<file path="src/rtl/dmem_pkg.sv">
// Shared definitions for the handshaked data memory: access sizes, FSM states
// and the byte-enable helper used by the lane aligner.
package dmem_pkg;

   localparam logic [1:0] SZ_B = 2'd0;
   localparam logic [1:0] SZ_H = 2'd1;
   localparam logic [1:0] SZ_W = 2'd2;

   // Widest supported word is 64 bytes; callers truncate to their own lane count.
   localparam int MAX_BYTES = 64;

   typedef enum logic [1:0] {
      IDLE = 2'd0,
      WAIT = 2'd1,
      RESP = 2'd2
   } state_e;

   function automatic logic [MAX_BYTES-1:0] calcByteEn(input logic [1:0] size,
                                                       input logic [5:0] lane);
      logic [MAX_BYTES-1:0] base;
      case (size)
         SZ_B:    base = MAX_BYTES'(4'h1);
         SZ_H:    base = MAX_BYTES'(4'h3);
         SZ_W:    base = MAX_BYTES'(4'hF);
         default: base = '0;
      endcase
      return base << lane;
   endfunction

endpackage

</file>
<file path="src/rtl/dmem_lane_align.sv">
// Combinational lane steering: replicates store data across byte lanes with
// byte enables, and extracts/extends load data. Assumes DATA_W >= 32.
module dmem_lane_align
   import dmem_pkg::*;
#(
   parameter int DATA_W = 32,
   parameter int LANE_W = 2
) (
   input  logic [1:0]          size,
   input  logic [LANE_W-1:0]   lane,
   input  logic                isUnsigned,
   input  logic [DATA_W-1:0]   storeData,
   input  logic [DATA_W-1:0]   memWord,
   output logic [DATA_W-1:0]   storeRep,
   output logic [DATA_W/8-1:0] byteEn,
   output logic [DATA_W-1:0]   loadData
);

   localparam int BYTES = DATA_W / 8;

   logic [DATA_W-1:0] shifted;

   assign byteEn = BYTES'(calcByteEn(size, 6'(lane)));

   // Every lane carries the right-aligned datum; byteEn picks the live ones.
   for (genvar gi = 0; gi < BYTES; gi++) begin : gRep
      assign storeRep[8*gi +: 8] = (size == SZ_B) ? storeData[7:0] :
                                   (size == SZ_H) ? storeData[8*(gi%2) +: 8] :
                                                    storeData[8*(gi%4) +: 8];
   end

   assign shifted = memWord >> {lane, 3'b000};

   always_comb begin
      loadData = '0;
      case (size)
         SZ_B:    loadData = {{(DATA_W-8){~isUnsigned & shifted[7]}}, shifted[7:0]};
         SZ_H:    loadData = {{(DATA_W-16){~isUnsigned & shifted[15]}}, shifted[15:0]};
         SZ_W:    loadData = DATA_W'(shifted[31:0]);
         default: loadData = '0;
      endcase
   end

endmodule

</file>
<file path="src/rtl/dmem_hs.sv">
// Data memory with valid/ready request and response channels, fixed access
// latency, sub-word accesses and error reporting for bad size/alignment/range.
module dmem_hs
   import dmem_pkg::*;
#(
   parameter int DATA_W  = 32,
   parameter int DEPTH   = 64,
   parameter int LATENCY = 2
) (
   input  logic              clk,
   input  logic              reset,
   input  logic              req_valid,
   output logic              req_ready,
   input  logic              req_we,
   input  logic [31:0]       req_addr,
   input  logic [1:0]        req_size,
   input  logic              req_unsigned,
   input  logic [DATA_W-1:0] req_wdata,
   output logic              rsp_valid,
   input  logic              rsp_ready,
   output logic [DATA_W-1:0] rsp_rdata,
   output logic              rsp_err
);

   localparam int          BYTES    = DATA_W / 8;
   localparam int          LANE_W   = $clog2(BYTES);
   localparam int          IDX_W    = $clog2(DEPTH);
   localparam logic [32:0] LIMIT    = 33'(DEPTH * BYTES);
   localparam logic [3:0]  CNT_INIT = 4'(LATENCY - 1);

   state_e            stateReg, stateNext;
   logic [3:0]        cntReg, cntNext;
   logic              accept, commit;

   logic              weReg;
   logic [31:0]       addrReg;
   logic [1:0]        sizeReg;
   logic              unsignedReg;
   logic [DATA_W-1:0] wdataReg;
   logic [DATA_W-1:0] rdataReg;
   logic              errReg;

   logic [DATA_W-1:0] mem [DEPTH];
   logic [IDX_W-1:0]  wordIdx;
   logic [DATA_W-1:0] memWord, storeRep, loadData;
   logic [BYTES-1:0]  byteEn;
   logic              misaligned, outOfRange, badSize, accessErr;

   always_ff @(posedge clk or negedge reset) begin
      if (!reset) begin
         stateReg    <= IDLE;
         cntReg      <= '0;
         weReg       <= 1'b0;
         addrReg     <= '0;
         sizeReg     <= '0;
         unsignedReg <= 1'b0;
         wdataReg    <= '0;
         rdataReg    <= '0;
         errReg      <= 1'b0;
      end else begin
         stateReg <= stateNext;
         cntReg   <= cntNext;
         if (accept) begin
            weReg       <= req_we;
            addrReg     <= req_addr;
            sizeReg     <= req_size;
            unsignedReg <= req_unsigned;
            wdataReg    <= req_wdata;
         end
         if (commit) begin
            rdataReg <= (accessErr || weReg) ? '0 : loadData;
            errReg   <= accessErr;
         end
      end
   end

   always_comb begin
      stateNext = stateReg;
      cntNext   = cntReg;
      accept    = 1'b0;
      commit    = 1'b0;
      case (stateReg)
         IDLE: begin
            if (req_valid) begin
               accept    = 1'b1;
               cntNext   = CNT_INIT;
               stateNext = WAIT;
            end
         end
         WAIT: begin
            if (cntReg == 4'd0) begin
               commit    = 1'b1;
               stateNext = RESP;
            end else begin
               cntNext = cntReg - 4'd1;
            end
         end
         RESP: begin
            if (rsp_ready) stateNext = IDLE;
         end
         default: stateNext = IDLE;
      endcase
   end

   assign req_ready = (stateReg == IDLE);
   assign rsp_valid = (stateReg == RESP);
   assign rsp_rdata = rdataReg;
   assign rsp_err   = errReg;

   assign misaligned = ((sizeReg == SZ_H) && addrReg[0]) ||
                       ((sizeReg == SZ_W) && (addrReg[1:0] != 2'b00));
   assign outOfRange = ({1'b0, addrReg} >= LIMIT);
   assign badSize    = (sizeReg == 2'd3);
   assign accessErr  = misaligned || outOfRange || badSize;

   assign wordIdx = addrReg[LANE_W +: IDX_W];
   assign memWord = mem[wordIdx];

   // Stores land only on the WAIT->RESP edge; a reset in WAIT leaves memory untouched.
   always_ff @(posedge clk) begin
      if (commit && weReg && !accessErr) begin
         for (int b = 0; b < BYTES; b++) begin
            if (byteEn[b]) mem[wordIdx][8*b +: 8] <= storeRep[8*b +: 8];
         end
      end
   end

   dmem_lane_align #(
      .DATA_W (DATA_W),
      .LANE_W (LANE_W)
   ) uAlign (
      .size       (sizeReg),
      .lane       (addrReg[LANE_W-1:0]),
      .isUnsigned (unsignedReg),
      .storeData  (wdataReg),
      .memWord    (memWord),
      .storeRep   (storeRep),
      .byteEn     (byteEn),
      .loadData   (loadData)
   );

endmodule

</file>
<file path="config.mk">
export PLATFORM = sky130hd
export DESIGN_NAME = dmem_hs
export DESIGN_NICKNAME = d
export VERILOG_FILES = /design/src/rtl/dmem_pkg.sv /design/src/rtl/dmem_lane_align.sv /design/src/rtl/dmem_hs.sv
export SDC_FILE = /design/constraint.sdc
export NUM_CORES = 2
export LEC_CHECK = 0
export CAP_MARGIN = 30
export CORE_MARGIN = 2
export CORE_UTILIZATION = 35
export CTS_BUF_LIST = sky130_fd_sc_hd__clkbuf_4 sky130_fd_sc_hd__clkbuf_8
export CTS_CLUSTER_SIZE = 8
export DETAILED_ROUTE_END_ITERATION = 8
export RECOVER_POWER = 100
export SLEW_MARGIN = 25
export SYNTH_ARGS = -nofsm -noshare
export SYNTH_HDL_FRONTEND = slang
export SYNTH_SLANG_ARGS = --single-unit
</file>
<file path="constraint.sdc">
create_clock -name clk -period 7.5 [get_ports clk]
set_input_delay 1.5 -clock clk [delete_from_list [all_inputs] [get_ports clk]]
set_output_delay 1.5 -clock clk [all_outputs]
set_load 0.005 [all_outputs]
</file>
==> impl_metrics.tcl <==
set metrics [dict create \
    final_common_cell "edfxtp_1" \
    worstPathRequired_ps 8440 \
    die-width_um 490 \
    p_leak_uw 0.0291 \
    drv_cap 36 \
    wl_mm 280 \
    synthCells 4809 \
    async_flop_share_pct 4.97 \
    clockBufferDepth 4 \
    tightestPinTransition_ps 4590 \
    area_growth_pct 13.8 \
    tns_ps 0 \
    hold_path_depth 1 \
    io_pins 107 \
    netlist_area_um2 82500 \
    wl_per_cell_um 32.8 \
    grt_pass1_vias 48500 \
    rows 178 \
    numClockSinks 2155 \
    place.gp.congestion 0.893 \
    synth_flop_cell "edfxtp_1" \
    drt_pass1_iterations 9 \
    post-route-period-util_pct 82.9 \
    cts_tree "done" \
    status "complete, but fails checks" \
    crit_path_end_kind "flop" \
    drive_above_1_share_pct 16.2 \
    p_per_area_nw_per_um2 426 \
    clk_pin_slew_ps 60 \
    grt_max_degree 96 \
    final_cell_mix "2,048 x edfxtp_1, 474 x a22oi_1, 381 x clkbuf_8" \
    grtUsageTotal_pct 22.8 \
    synth_fp_nets 4888 \
    critPathMaxFanout 44 \
    routed_via_density 5.97 \
    insertion_delay_ps 1040 \
    min_period_ps 6210 \
    grt_pass1_wl_mm 387 \
    max_freq_ghz 0.161 \
    ys_seq_area_share_pct 77.8 \
    fillers 21300 \
    yosys_warnings 0 \
    drv_slew 2231 \
    rsz0062_at_grt "no" \
    ctsResizeCount 0 \
    io_buffers 106 \
    rr_worst_depth 11 \
    vias 51000 \
    drt_drc_violations_left 0 \
    ys_types 85 \
    synth.area.top_cells "edfxtp_1 75%, a22oi_1 4.3%, dfrtp_1 3.2%, mux2_2 2.1%, mux2i_1 1.7%" \
    initial_utilization_pct 35.1 \
    synth_seq_cells 2155 \
    dieArea_um2 240000 \
    synth_edf_count 2048 \
    htreeDepth 5 \
    setup_viol 0 \
    path_class "flop to flop" \
    failed_checks "max-capacitance violations, max-slew violations" \
    yosys.area.top_type "edfxtp_1" \
    yosysTopAreaCellShare_pct 74.5 \
    drtIter0Drc 8024 \
    arrival_ps 7150 \
    overflow 0 \
    coreArea_um2 235000 \
    startpoint_type "flop" \
    r2r_slack_ps 1290 \
    die_height_um 490 \
    relSlewSlack_pct -206 \
    hold_class "flop to flop" \
    cts-root-buf "clkbuf_8" \
    drtAntennaViolNets 0 \
    finClkSkew_ps 71.0 \
    hold_viol_final 0 \
    vdd_ir_drop_max_mv 0.469 \
    hold_ws_ps 499 \
    cts.hold.buffers_added 0 \
    nets 5215 \
    synth_area_per_cell_um2 17.2 \
    antenna_found_initial 23 \
    cts_buffers 364 \
    cts_setup_buffers 0 \
    place_hpwl_mm 168 \
]
[power by group]
part	switching [uW]	total, uW	internal [uW]
combinational	10100	13100	3020
sequential	403	17000	16600
clock	4560	9890	5330
total	15000	40000	24900
[synthesized netlist by cell type, types with 9 or more instances]
master	instances
a222oi_1	23
inv_1	28
edfxtp_1	2048
a41oi_1	32
o32ai_1	9
a21oi_1	100
nor4_1	21
clkbuf_1	104
mux2i_1	142
a211oi_1	16
nand4_1	34
buf_6	26
buf_1	31
nand3_1	21
a221oi_1	153
o31ai_1	9
buf_4	42
a22oi_1	474
mux4_2	24
a221o_1	40
nor2_1	338
o221ai_1	15
and3_1	13
nor3_1	17
o21ai_0	86
nand3b_1	13
nand2_1	194
dfrtp_1	107
a31oi_1	75
mux2_2	152
a22o_1	94
o22ai_1	38
nor2b_1	13
buf_2	138
[stage by stage]
| stage | worst slack (ps) | area, um^2 | power (uW) | utilization (%) | std cells |
|---|---|---|---|---|---|
| floorplan | 2910 | 82500 | 23500 | - | 4809 |
| global placement | 2440 | 87200 | 29400 | 37.1 | 7853 |
| detailed placement | 2520 | 87500 | 29700 | 37.3 | 7882 |
| CTS | 2520 | 94100 | 39500 | 40.1 | 8491 |
| global route | 1330 | 93800 | 40900 | 40.0 | 8535 |
| finish | 1290 | 93900 | 40000 | 40.0 | 8547 |
[state kept, by name, summed over array words and instances, names as in the netlist]
register,cells
addrReg,32
cntReg,4
mem,2048
rsp_err,1
rsp_rdata,32
sizeReg,2
stateReg,2
unsignedReg,1
wdataReg,32
weReg,1
[routing by layer]
layer	track usage, %	wire [um]	part of all wire, %	vias up
met5	0	122	0.044	-
li1	-	-	-	20300
met3	7.09	37300	13	688
met4	12.3	16000	5.7	18
met2	32.8	121000	43	3864
met1	30.9	106000	38	26100
[area by class of cell]
cell class | instances | area, um^2 | share of cell area (%)
flip-flops and latches | 2155 | 64200 | 68.4
multi-input cells | 2283 | 16600 | 17.7
clock buffers | 520 | 6290 | 6.70
well taps | 3150 | 3940 | 4.20
repair buffers | 303 | 2310 | 2.46
clock inverters | 89 | 367 | 0.391
inverters | 29 | 110 | 0.117
diodes | 18 | 45.0 | 0.0480
[cells by family after synthesis]
logic type	count (synthesis)	synth area share, %
XOR/XNOR	1	0.0106
multiplexers	320	4.48
flip-flops	2155	77.8
AO/OA/AOI/OAI	1238	11.4
buffers and inverters	371	2.33
adder cells (fa/ha/maj)	7	0.106
AND/OR/NAND/NOR	717	3.93
[worst max-delay path: stages (launching register included)]
cell and delay, ps:
dfrtp_4 970, clkbuf_1 1270, and3b_4 1050, clkbuf_2 1080
a22o_1 290, a221oi_1 60, a31oi_1 480, nor3_1 80
and3_1 260, mux2i_1 250, a22oi_1 110, nand2_1 130
[final timing paths]
| path | startpoint | endpoint |
|---|---|---|
| worst min register to register | cntReg[0]$_DFFE_PN0P_ | cntReg[0]$_DFFE_PN0P_ |
| worst max-delay path | addrReg[4]$_DFFE_PN0P_ | rsp_rdata[14]$_DFFE_PN0P_ |
| max in group asynchronous | reset | addrReg[4]$_DFFE_PN0P_ |
| min in group asynchronous | reset | addrReg[14]$_DFFE_PN0P_ |
| worst max register to register | addrReg[4]$_DFFE_PN0P_ | rsp_rdata[14]$_DFFE_PN0P_ |
| worst min-delay path | cntReg[0]$_DFFE_PN0P_ | cntReg[0]$_DFFE_PN0P_ |
(Power assumes the default switching activity.)
